<file path="src/rtl/mult_div_hilo_unit_if.sv">
// Issue/result bus between pipeline control and the multiply/divide HI/LO unit.
// master: pipeline control side (drives issue signals).
// slave : the execution unit (drives status and HI/LO).
interface mult_div_hilo_unit_if #(
  parameter int WIDTH = 32
);
  logic             iStart;
  logic [4:0]       iOp;
  logic [WIDTH-1:0] iA;
  logic [WIDTH-1:0] iB;
  logic             oBusy;
  logic             oDone;
  logic             oDivZero;
  logic [WIDTH-1:0] oHI;
  logic [WIDTH-1:0] oLO;
  logic [WIDTH-1:0] oResult;

  modport master (
    output iStart, iOp, iA, iB,
    input  oBusy, oDone, oDivZero, oHI, oLO, oResult
  );

  modport slave (
    input  iStart, iOp, iA, iB,
    output oBusy, oDone, oDivZero, oHI, oLO, oResult
  );
endinterface

</file>
<file path="src/rtl/mult_div_hilo_unit.sv">
// Iterative multiply/divide unit holding the architectural HI/LO pair.
// MULT/MULTU use radix-2 shift-add; DIV/DIVU use restoring division.
// Both work on magnitudes and fix the sign in a final FIX state.
// Optional build macro: MULDIV_EARLY_OUT_EN. When it is defined, a multiply
// leaves its iteration loop as soon as the remaining multiplier magnitude is
// zero, and the partial product is realigned in FIX.
module mult_div_hilo_unit #(
  parameter int WIDTH = 32
) (
  input  logic               iCLK,
  input  logic               iRST,
  mult_div_hilo_unit_if.slave bus
);

  // ALU operation codes shared with the ALU control block
  localparam logic [4:0] OPMULT  = 5'h10;
  localparam logic [4:0] OPMULTU = 5'h11;
  localparam logic [4:0] OPDIV   = 5'h12;
  localparam logic [4:0] OPDIVU  = 5'h13;
  localparam logic [4:0] OPMTHI  = 5'h14;
  localparam logic [4:0] OPMTLO  = 5'h15;
  localparam logic [4:0] OPMFHI  = 5'h16;
  localparam logic [4:0] OPMFLO  = 5'h17;

  localparam int                 CW      = $clog2(WIDTH + 1);
  localparam logic [CW-1:0]      CNT_MAX = CW'(WIDTH);
  localparam logic [CW-1:0]      CNT_ONE = CW'(1);
  localparam logic [WIDTH-1:0]   ONE_W   = WIDTH'(1);
  localparam logic [2*WIDTH-1:0] ONE_2W  = (2*WIDTH)'(1);

  typedef enum logic [1:0] {
    S_IDLE = 2'd0,
    S_MUL  = 2'd1,
    S_DIV  = 2'd2,
    S_FIX  = 2'd3
  } state_t;

  // Two's complement magnitude when the value is treated as signed
  function automatic logic [WIDTH-1:0] f_mag(input logic [WIDTH-1:0] v,
                                             input logic              sgn);
    return (sgn && v[WIDTH-1]) ? (~v + ONE_W) : v;
  endfunction

  // Conditional negation of a single-width result
  function automatic logic [WIDTH-1:0] f_neg_w(input logic [WIDTH-1:0] v,
                                               input logic              neg);
    return neg ? (~v + ONE_W) : v;
  endfunction

  // Conditional negation of a double-width product
  function automatic logic [2*WIDTH-1:0] f_neg_2w(input logic [2*WIDTH-1:0] v,
                                                  input logic                neg);
    return neg ? (~v + ONE_2W) : v;
  endfunction

  state_t           state_q;
  logic [WIDTH-1:0] hi_q;
  logic [WIDTH-1:0] lo_q;
  logic             busy_q;
  logic             done_q;
  logic             divz_out_q;

  // Iteration datapath: opb_q holds multiplicand or divisor magnitude,
  // acc_hi_q/acc_lo_q hold partial product or remainder/quotient.
  logic [WIDTH-1:0] opb_q;
  logic [WIDTH-1:0] acc_hi_q;
  logic [WIDTH-1:0] acc_lo_q;
  logic [WIDTH-1:0] mplier_q;
  logic [CW-1:0]    cnt_q;
  logic             neg_q;
  logic             rneg_q;
  logic             is_div_q;
  logic             divz_q;

  logic             op_signed;
  logic             sign_a;
  logic             sign_b;
  logic [WIDTH-1:0] a_mag;
  logic [WIDTH-1:0] b_mag;
  logic             mul_skip;
  logic             mul_last;
  logic [WIDTH:0]   mul_sum_d;
  logic [WIDTH:0]   div_sh_d;
  logic [WIDTH:0]   div_diff_d;
  logic [2*WIDTH-1:0] prod_al_d;
  logic [2*WIDTH-1:0] prod_fix_d;
  logic [WIDTH-1:0] quo_fix_d;
  logic [WIDTH-1:0] rem_fix_d;
  logic [WIDTH-1:0] result_d;

  // Issue-time operand conditioning: magnitudes and result signs
  always_comb begin
    op_signed = (bus.iOp == OPMULT) || (bus.iOp == OPDIV);
    sign_a    = op_signed & bus.iA[WIDTH-1];
    sign_b    = op_signed & bus.iB[WIDTH-1];
    a_mag     = f_mag(bus.iA, op_signed);
    b_mag     = f_mag(bus.iB, op_signed);
`ifdef MULDIV_EARLY_OUT_EN
    mul_skip  = (b_mag == '0);
`else
    mul_skip  = 1'b0;
`endif
  end

  // One iteration step for each algorithm plus the loop exit test
  always_comb begin
    mul_sum_d = {1'b0, acc_hi_q};
    if (mplier_q[0]) begin
      mul_sum_d = mul_sum_d + {1'b0, opb_q};
    end
    div_sh_d   = {acc_hi_q, acc_lo_q[WIDTH-1]};
    div_diff_d = div_sh_d - {1'b0, opb_q};
`ifdef MULDIV_EARLY_OUT_EN
    mul_last   = (cnt_q == CNT_MAX) || (mplier_q == '0);
`else
    mul_last   = (cnt_q == CNT_MAX);
`endif
  end

  // Sign correction (and early-exit realignment) applied in FIX
  always_comb begin
`ifdef MULDIV_EARLY_OUT_EN
    prod_al_d = {acc_hi_q, acc_lo_q} >> (CNT_MAX - cnt_q);
`else
    prod_al_d = {acc_hi_q, acc_lo_q};
`endif
    prod_fix_d = f_neg_2w(prod_al_d, neg_q);
    quo_fix_d  = f_neg_w(acc_lo_q, neg_q);
    rem_fix_d  = f_neg_w(acc_hi_q, rneg_q);
  end

  // Control FSM with HI/LO and iteration datapath; reset clears control and HI/LO
  always_ff @(posedge iCLK) begin
    if (iRST) begin
      state_q    <= S_IDLE;
      hi_q       <= '0;
      lo_q       <= '0;
      busy_q     <= 1'b0;
      done_q     <= 1'b0;
      divz_out_q <= 1'b0;
    end else begin
      done_q     <= 1'b0;
      divz_out_q <= 1'b0;
      case (state_q)
        S_IDLE: begin
          if (bus.iStart) begin
            case (bus.iOp)
              OPMULT, OPMULTU: begin
                opb_q    <= a_mag;
                mplier_q <= b_mag;
                acc_hi_q <= '0;
                acc_lo_q <= '0;
                cnt_q    <= '0;
                neg_q    <= sign_a ^ sign_b;
                rneg_q   <= 1'b0;
                is_div_q <= 1'b0;
                divz_q   <= 1'b0;
                busy_q   <= 1'b1;
                state_q  <= mul_skip ? S_FIX : S_MUL;
              end
              OPDIV, OPDIVU: begin
                cnt_q    <= '0;
                is_div_q <= 1'b1;
                busy_q   <= 1'b1;
                if (bus.iB == '0) begin
                  // Divide by zero: commit raw values straight from FIX
                  divz_q   <= 1'b1;
                  acc_hi_q <= bus.iA;
                  acc_lo_q <= '1;
                  state_q  <= S_FIX;
                end else begin
                  divz_q   <= 1'b0;
                  opb_q    <= b_mag;
                  acc_hi_q <= '0;
                  acc_lo_q <= a_mag;
                  neg_q    <= sign_a ^ sign_b;
                  rneg_q   <= sign_a;
                  state_q  <= S_DIV;
                end
              end
              OPMTHI:  hi_q <= bus.iA;
              OPMTLO:  lo_q <= bus.iA;
              default: ;
            endcase
          end
        end
        S_MUL: begin
          if (mul_last) begin
            state_q <= S_FIX;
          end else begin
            acc_hi_q <= mul_sum_d[WIDTH:1];
            acc_lo_q <= {mul_sum_d[0], acc_lo_q[WIDTH-1:1]};
            mplier_q <= mplier_q >> 1;
            cnt_q    <= cnt_q + CNT_ONE;
          end
        end
        S_DIV: begin
          if (cnt_q == CNT_MAX) begin
            state_q <= S_FIX;
          end else begin
            if (!div_diff_d[WIDTH]) begin
              acc_hi_q <= div_diff_d[WIDTH-1:0];
              acc_lo_q <= {acc_lo_q[WIDTH-2:0], 1'b1};
            end else begin
              acc_hi_q <= div_sh_d[WIDTH-1:0];
              acc_lo_q <= {acc_lo_q[WIDTH-2:0], 1'b0};
            end
            cnt_q <= cnt_q + CNT_ONE;
          end
        end
        S_FIX: begin
          if (divz_q) begin
            hi_q <= acc_hi_q;
            lo_q <= acc_lo_q;
          end else if (is_div_q) begin
            hi_q <= rem_fix_d;
            lo_q <= quo_fix_d;
          end else begin
            {hi_q, lo_q} <= prod_fix_d;
          end
          done_q     <= 1'b1;
          divz_out_q <= divz_q;
          busy_q     <= 1'b0;
          state_q    <= S_IDLE;
        end
        default: state_q <= S_IDLE;
      endcase
    end
  end

  // Move-from-HI/LO read port; other op codes read as zero
  always_comb begin
    result_d = '0;
    case (bus.iOp)
      OPMFHI:  result_d = hi_q;
      OPMFLO:  result_d = lo_q;
      default: result_d = '0;
    endcase
  end

  assign bus.oBusy    = busy_q;
  assign bus.oDone    = done_q;
  assign bus.oDivZero = divz_out_q;
  assign bus.oHI      = hi_q;
  assign bus.oLO      = lo_q;
  assign bus.oResult  = result_d;

endmodule

</file>
<file path="src/flat_wrapper.sv">
// flat-port wrapper written by rule: the top's interface ports become plain ports
module mult_div_hilo_unit_flat 
#(
  parameter int WIDTH = 32
)
  (iCLK, iRST, bus_iStart, bus_iOp, bus_iA, bus_iB, bus_oBusy, bus_oDone, bus_oDivZero, bus_oHI, bus_oLO, bus_oResult);
  mult_div_hilo_unit_if #(.WIDTH(WIDTH)) bus_i ();
  input  logic iCLK;
  input  logic iRST;
  input wire logic [$bits(bus_i.iStart)-1:0] bus_iStart;
  input wire logic [$bits(bus_i.iOp)-1:0] bus_iOp;
  input wire logic [$bits(bus_i.iA)-1:0] bus_iA;
  input wire logic [$bits(bus_i.iB)-1:0] bus_iB;
  output wire logic [$bits(bus_i.oBusy)-1:0] bus_oBusy;
  output wire logic [$bits(bus_i.oDone)-1:0] bus_oDone;
  output wire logic [$bits(bus_i.oDivZero)-1:0] bus_oDivZero;
  output wire logic [$bits(bus_i.oHI)-1:0] bus_oHI;
  output wire logic [$bits(bus_i.oLO)-1:0] bus_oLO;
  output wire logic [$bits(bus_i.oResult)-1:0] bus_oResult;
  assign bus_i.iStart = bus_iStart;
  assign bus_i.iOp = bus_iOp;
  assign bus_i.iA = bus_iA;
  assign bus_i.iB = bus_iB;
  assign bus_oBusy = bus_i.oBusy;
  assign bus_oDone = bus_i.oDone;
  assign bus_oDivZero = bus_i.oDivZero;
  assign bus_oHI = bus_i.oHI;
  assign bus_oLO = bus_i.oLO;
  assign bus_oResult = bus_i.oResult;
  mult_div_hilo_unit #(.WIDTH(WIDTH)) u_core (.iCLK(iCLK), .iRST(iRST), .bus(bus_i));
endmodule
</file>
<file path="config.mk">
export PLATFORM = sky130hd
export DESIGN_NAME = mult_div_hilo_unit_flat
export DESIGN_NICKNAME = d
export VERILOG_FILES = /design/src/rtl/mult_div_hilo_unit_if.sv /design/src/rtl/mult_div_hilo_unit.sv /design/src/flat_wrapper.sv
export SDC_FILE = /design/constraint.sdc
export NUM_CORES = 1
export LEC_CHECK = 0
export ABC_CLOCK_PERIOD_IN_PS = 9550
export CORE_MARGIN = 2
export CORE_UTILIZATION = 66
export DETAILED_ROUTE_END_ITERATION = 10
export DONT_BUFFER_PORTS = 1
export PLACE_DENSITY = 0.94
export REMOVE_ABC_BUFFERS = 1
export SYNTH_ARGS = -nofsm -noshare
export SYNTH_HDL_FRONTEND = slang
export SYNTH_SLANG_ARGS = --single-unit
</file>
<file path="constraint.sdc">
create_clock -name iCLK -period 9.55 [get_ports iCLK]
set_clock_uncertainty 0.05 [all_clocks]
set_input_delay 0.4775 -clock iCLK [delete_from_list [all_inputs] [get_ports iCLK]]
set_output_delay 0.4775 -clock iCLK [all_outputs]
set_load 0.02 [all_outputs]
</file>
==> results of run 1 <==
## registers in the layout, summed over array words and instances, names as in the netlist
signal               cells
u_core.mplier_q         32
u_core.bus.oLO          32
u_core.state_q           2
u_core.acc_hi_q         32
u_core.bus.oDivZero      1
u_core.is_div_q          1
u_core.opb_q            32
u_core.bus.oDone         1
u_core.neg_q             1
u_core.bus.oBusy         1
u_core.bus.oHI          32
u_core.cnt_q             6
u_core.rneg_q            1
u_core.divz_q            1
u_core.acc_lo_q         32
## repair_timing
item,CTS,global route
endpoints found under the hold margin,63,0
resized for setup,0,0
endpoints found under the setup margin,0,0
hold buffers,2,0
## cells by family after synthesis
family / synth area share (%)
adder cells (fa/ha/maj): 5.83
AND/OR/NAND/NOR: 17.8
flip-flops: 32.9
AO/OA/AOI/OAI: 24.1
buffers and inverters: 4.65
multiplexers: 5.87
XOR/XNOR: 8.77
## synthesized netlist by cell type (33+ instances only)
cell,number
nor2_1,280
a21oi_1,203
o21ai_0,139
edfxtp_1,138
nand2_1,136
xnor2_1,96
clkbuf_1,95
inv_1,88
mux2i_1,86
ha_1,75
xor2_1,70
dfxtp_1,69
a211oi_1,52
nor3_1,44
a21o_1,33
## power by group
group | internal (mW) | switching (mW)
clock | 0.564 | 0.392
combinational | 0.488 | 0.844
sequential | 1.13 | 0.166
total | 2.18 | 1.40
## stage by stage
stage	worst slack, ps	util, %	power, mW
final	5220	71.1	3.58
after global routing	5030	71.1	3.74
after detailed placement	5300	67.7	2.58
after CTS	5280	71.1	3.53
after floorplan	3940	-	2.23
after global placement	5390	67.7	2.52
## worst register-to-register path: cells and delay by family (launching register included)
kind                     cells  cell delay, ps
multiplexers                 1             420
buffers and inverters        2             620
adder cells (fa/ha/maj)      2             440
AO/OA/AOI/OAI                6            1820
XOR/XNOR                     1             180
AND/OR/NAND/NOR              1              70
flip-flops                   1             460
## final timing paths
kind / from / slack [ps] / endpoint / cells after the start
max: u_core.acc_lo_q[31] / 5220 / u_core.acc_hi_q[15] / 13
min: bus_iOp[1] / 90 / u_core.rneg_q / 1
max reg2reg: u_core.acc_lo_q[31] / 5220 / u_core.acc_hi_q[15] / 13
min reg2reg: u_core.state_q[0] / 500 / u_core.state_q[0] / 2
## final cells by class
type | count | area [um2] | area share, %
multi-input cells | 1615 | 10500 | 59.1
flip-flops and latches | 207 | 5530 | 31.0
clock buffers | 33 | 728 | 4.09
well taps | 330 | 413 | 2.32
inverters | 88 | 330 | 1.85
repair buffers | 24 | 203 | 1.14
clock inverters | 10 | 91.3 | 0.513
## routing by layer
metal / vias to the layer above / GRT usage, % / share of wire, %
li1: 7280 / - / -
met1: 7364 / 50.8 / 38
met2: 1161 / 59.5 / 43
met3: 177 / 9.12 / 13
met4: 0 / 17.0 / 5.0
met5: - / 0 / 0
==> qor.txt, run 1 <==
Worst-Skew Late Latency = 540 ps
number of global-route vias before repair = 14887
Seq/Total Area, Yosys = 32.9%
Max Fclk = 231 MHz
largest net degree at the start of global routing = 87
critical path peak fanout = 48
Nets = 2109
Final Critical Period = 4330 ps
PortBufs = 0
total CTS buffers = 24
synthesis-to-finish area growth = 6.20%
initial antenna violation count = 0
Slowest cell on crit path = o41a_2
setup TNS = 0 ps
nature of the critical path endpoint = flip-flop
WHS = 91.4 ps
Antenna Violating Nets Remaining = 0
Synth cell types = 88
measured slew at the worst slew-check pin = 1240 ps
maximum vdd drop = 225 uV
Largest delay share family, worst path = compound AO/OA/AOI/OAI gates
post-DP HPWL = 39100 um
diodes inserted = 0
height of the die = 163 um
design area = 17800 um2
Synth area leaders = edfxtp_1, dfxtp_1, nor2_1
Pins Over Slew Limit = 0
I/O pin total = 171
Hold/Removal Path Class = primary input to flip-flop
Remaining Overflow, GRT = 0
crit path DAT = 4550 ps
mean area per synthesized cell = 8.30 um2
Seq cells post-synth = 207
GP Congestion = 1.03
Starting DRT DRC Count = 2260
Clock Sinks = 207
Yosys warning count = 0
Synth top area share = 24.7%
fraction of layout cells with a size suffix above 1 = 5.56%
ys flop type = edfxtp_1
Setup Fix Bufs, Post-CTS = 0
CTS tree = yes
RSZ-0062 raised after global routing = no
count of final hold-check violations = 0
Gate Count Post-Synth = 2021
via/cell ratio = 6.93
Post-synth EDFFs = 138
placed cell count = 2262
most frequent cells in the layout = nor2_1, a21oi_1, o21ai_0, edfxtp_1, nand2_1
Worst-path clk slew = 70 ps
status = finished clean
Synth area leader = edfxtp_1
Total GRT Usage = 38.2%
Pwr Density = 201 nW/um2
# setup viols final = 0
type of the worst setup path = flip-flop to flip-flop
Slew HR = 17.5%
Routed wire per std cell = 22.7 um
commonest non-fill, non-tap cell in the layout = nor2_1
die area = 26700 um2
Buffers & Inverters on Critical Path = 2
required time of the critical path = 9770 ps
crit path launch type = flip-flop
Tcrit/Tclk final = 45.3%
final WL = 52400 um
Syn Std Cell Area = 16800 um2
Worst path most repeated cell = o31a_1
DRC Markers = 0
Initial Util = 67.0%
async set-reset flop share out of synthesis = 0%
Lkg Pwr = 6.60 nW
placed cell area = 17000 um2
FP Rows = 58
Root Buffer = clkbuf_16
delay of the slowest cell on the worst path = 530 ps
Die W = 163 um
H-tree depth = 1
Max-cap violations = 0
first-pass GRT wire length = 79800 um
Max Root-Sink Buffers = 3
fin cells = 2307
Fillers = 1918
worst path cell trace = inv_1, ha_1, fa_1, nor2b_1, o31a_1, o41a_2, a21oi_2, o31a_1, o211ai_1, xnor2_4, buf_4, mux2_2, a221o_1
drt pass-1 iters = 6
via count = 15982
CORE AREA = 25000 um2
No activity file was read; power rests on OpenSTA's default activity.
==> inputs of run 2 (changes only) <==
--- a/config.mk
+++ b/config.mk
@@ -5,7 +5,7 @@
 export SDC_FILE = /design/constraint.sdc
 export NUM_CORES = 1
 export LEC_CHECK = 0
-export ABC_CLOCK_PERIOD_IN_PS = 9550
+export ABC_CLOCK_PERIOD_IN_PS = 4130
 export CORE_MARGIN = 2
 export CORE_UTILIZATION = 66
 export DETAILED_ROUTE_END_ITERATION = 10
==> constraint.sdc (replaced) <==
create_clock -name iCLK -period 4.13 [get_ports iCLK]
set_clock_uncertainty 0.05 [all_clocks]
set_input_delay 0.2065 -clock iCLK [delete_from_list [all_inputs] [get_ports iCLK]]
set_output_delay 0.2065 -clock iCLK [all_outputs]
set_load 0.02 [all_outputs]
==> run 2 against run 1 <==
Net effect: worst setup slack worse by 5000 ps; highest routed layer is now met5; first-iteration DRC count up 9.2%; die area unchanged; core utilization up 3.6 points; critical path depth down 2; combinational power rose to 2.6 times the previous value; sequential share of layout area down 1.5 points; clock-buffer cell count down 3; critical endpoint unchanged; largest power group unchanged; sequential cell count unchanged; via count up 7.6%.
==> qor.txt, run 2 (synthesis results as in run 1) <==
status = finished clean
fraction of layout cells with a size suffix above 1 = 6.91% (+1.3 points)
design area = 18700 um2 (+5.0%)
GP Congestion = 1.04 (+1.7%)
final WL = 61700 um (+18%)
clock share of power = 26.3% (-0.4 points)
total power = 8.72 mW (+140%)
required time of the critical path = 4370 ps (-5400 ps)
most frequent cells in the layout = nor2_1, a21oi_1, o21ai_0, edfxtp_1, nand2_1
Die W = 163 um (unchanged)
Gate power share = 39.9% (+2.7 points)
Worst path most repeated cell = o31a_1
hold path startpoint = bus_iB[29]
Root Buffer = clkbuf_16
Tcrit/Tclk final = 95.1% (+50 points)
CTS tree = yes
placed cell area = 17200 um2 (+1.7%)
number of global-route vias before repair = 16190 (+8.8%)
P_int = 5.25 mW (+140%)
Pins Over Slew Limit = 0 (unchanged)
FP Rows = 58 (unchanged)
register share of total power = 33.8% (-2.4 points)
drt pass-1 iters = 9 (+3)
Routed wire per std cell = 25.7 um (+13%)
Remaining Overflow, GRT = 0 (unchanged)
flop2flop setup slack = 200 ps (-5020 ps)
Starting DRT DRC Count = 2468 (+9.2%)
Slowest cell on crit path = o41a_2
largest net degree at the start of global routing = 80 (-8.0%)
maximum vdd drop = 409 uV (+82%)
post-DP HPWL = 43200 um (+10%)
nature of the critical path endpoint = flip-flop
Lkg Pwr = 7.04 nW (+6.6%)
Max Fclk = 255 MHz (+10%)
initial antenna violation count = 3 (+3)
switch share = 39.7% (+0.64 points)
crit path DAT = 4160 ps (-390 ps)
Final Critical Period = 3930 ps (-399 ps)
type of the worst setup path = flip-flop to flip-flop
Total GRT Usage = 45.3% (+7.0 points)
Max-cap violations = 0 (unchanged)
measured slew at the worst slew-check pin = 1100 ps (-141 ps)
height of the die = 163 um (unchanged)
# setup viols final = 0 (unchanged)
first-pass GRT wire length = 92800 um (+16%)
via/cell ratio = 7.17 (+3.5%)
Critical Path Source = u_core.acc_hi_q[0]
commonest non-fill, non-tap cell in the layout = nor2_1
worst path cell trace = inv_1, fa_1, nor2b_1, o31a_1, o41a_2, a21oi_2, o31a_1, o211ai_1, xnor2_4, mux2_2, a221o_1
via count = 17200 (+7.6%)
RR Startpoint = u_core.acc_hi_q[0]
crit path launch type = flip-flop
worst hold stages = 2 (+1)
PortBufs = 0 (unchanged)
Hold EP = u_core.mplier_q[29]
delay of the slowest cell on the worst path = 530 ps (about the same)
critical path peak fanout = 7 (-85%)
Fillers = 1772 (-7.6%)
DRC Markers = 0 (unchanged)
Max Root-Sink Buffers = 3 (unchanged)
Nets = 2201 (+4.4%)
Slew HR = 26.5% (+9.0 points)
Initial Util = 67.0% (unchanged)
Worst R2R End = u_core.acc_hi_q[15]
Worst-path clk slew = 60 ps (about the same)
Clock Sinks = 207 (unchanged)
Switch Pwr = 3.46 mW (+150%)
count of final hold-check violations = 0 (unchanged)
CORE AREA = 25000 um2 (unchanged)
H-tree depth = 1 (unchanged)
Pwr Density = 466 nW/um2 (+130%)
Worst R2R Path Depth = 11 (-2)
Hold/Removal Path Class = primary input to flip-flop
I/O pin total = 171 (unchanged)
RSZ-0062 raised after global routing = no
total CTS buffers = 24 (unchanged)
diodes inserted = 0 (unchanged)
Util after Layout = 74.7% (+3.6 points)
Antenna Violating Nets Remaining = 0 (unchanged)
Worst-Skew Late Latency = 540 ps (about the same)
die area = 26700 um2 (unchanged)
synthesis-to-finish area growth = 11.5%
-- run 2: per-stage QoR --
step / instances / hold slack [ps] / TNS [ps] / setup slack, ps
after floorplan: 1910 / 226 / -136630 / -1480
after global placement: 2295 / 233 / 0 / 346
after detailed placement: 2295 / 237 / 0 / 269
after CTS: 2399 / 0.0379 / 0 / 246
after global routing: 2399 / 8.32 / 0 / 37.9
final: 2399 / 3.55 / 0 / 202
-- run 2: power by group through the flow --
stage / Sequential [mW] / Combinational [mW] / Clock, mW
global route: 2.96 / 3.71 / 2.33
global placement: 2.94 / 3.15 / 0
CTS: 2.92 / 3.33 / 2.26
finish: 2.94 / 3.48 / 2.29
floorplan: 2.92 / 2.23 / 0
detailed placement: 2.95 / 3.22 / 0
-- run 2: worst max-delay path: cells and delay by family (launching register included) --
| kind | cells | cell delay [ps] |
|---|---|---|
| flops | 1 | 520 |
| mux | 1 | 380 |
| simple gates | 1 | 80 |
| buf+inv | 1 | 240 |
| xor+xnor | 1 | 340 |
| compound gates | 6 | 1790 |
| fa+ha+maj | 1 | 270 |
-- run 2: worst max path at each step --
stage	endpoint	slack (ps)	cells past startpoint
after floorplan	u_core.acc_hi_q[0]	-1480	6
after global placement	u_core.acc_hi_q[15]	350	12
after detailed placement	u_core.acc_hi_q[15]	270	12
after CTS	u_core.acc_hi_q[15]	250	12
after global routing	u_core.acc_hi_q[27]	40	13
final	u_core.acc_hi_q[15]	200	11
-- run 2: timing repair --
item	4_1_cts	5_1_grt
gates resized for setup	0	0
endpoints found under the hold margin	148	0
hold buffers	61	0
setup buffers	0	0
-- run 2: area by class of cell --
type	count	area (um2)	area share, %
Multi-Input combinational cell	1615	10500	56.2
Timing Repair Buffer	116	1080	5.77
Clock inverter	13	141	0.756
Sequential cell	207	5530	29.5
Tap cell	330	413	2.21
Inverter	88	330	1.77
Clock buffer	30	696	3.72
-- run 2: layer usage --
| metal | share of wire, % | vias up | track usage (%) |
|---|---|---|---|
| met3 | 15 | 245 | 12.6 |
| li1 | - | 7459 | - |
| met2 | 43 | 1489 | 70.2 |
| met1 | 37 | 8005 | 59.0 |
| met5 | 0.018 | - | 0 |
| met4 | 5.2 | 2 | 20.6 |
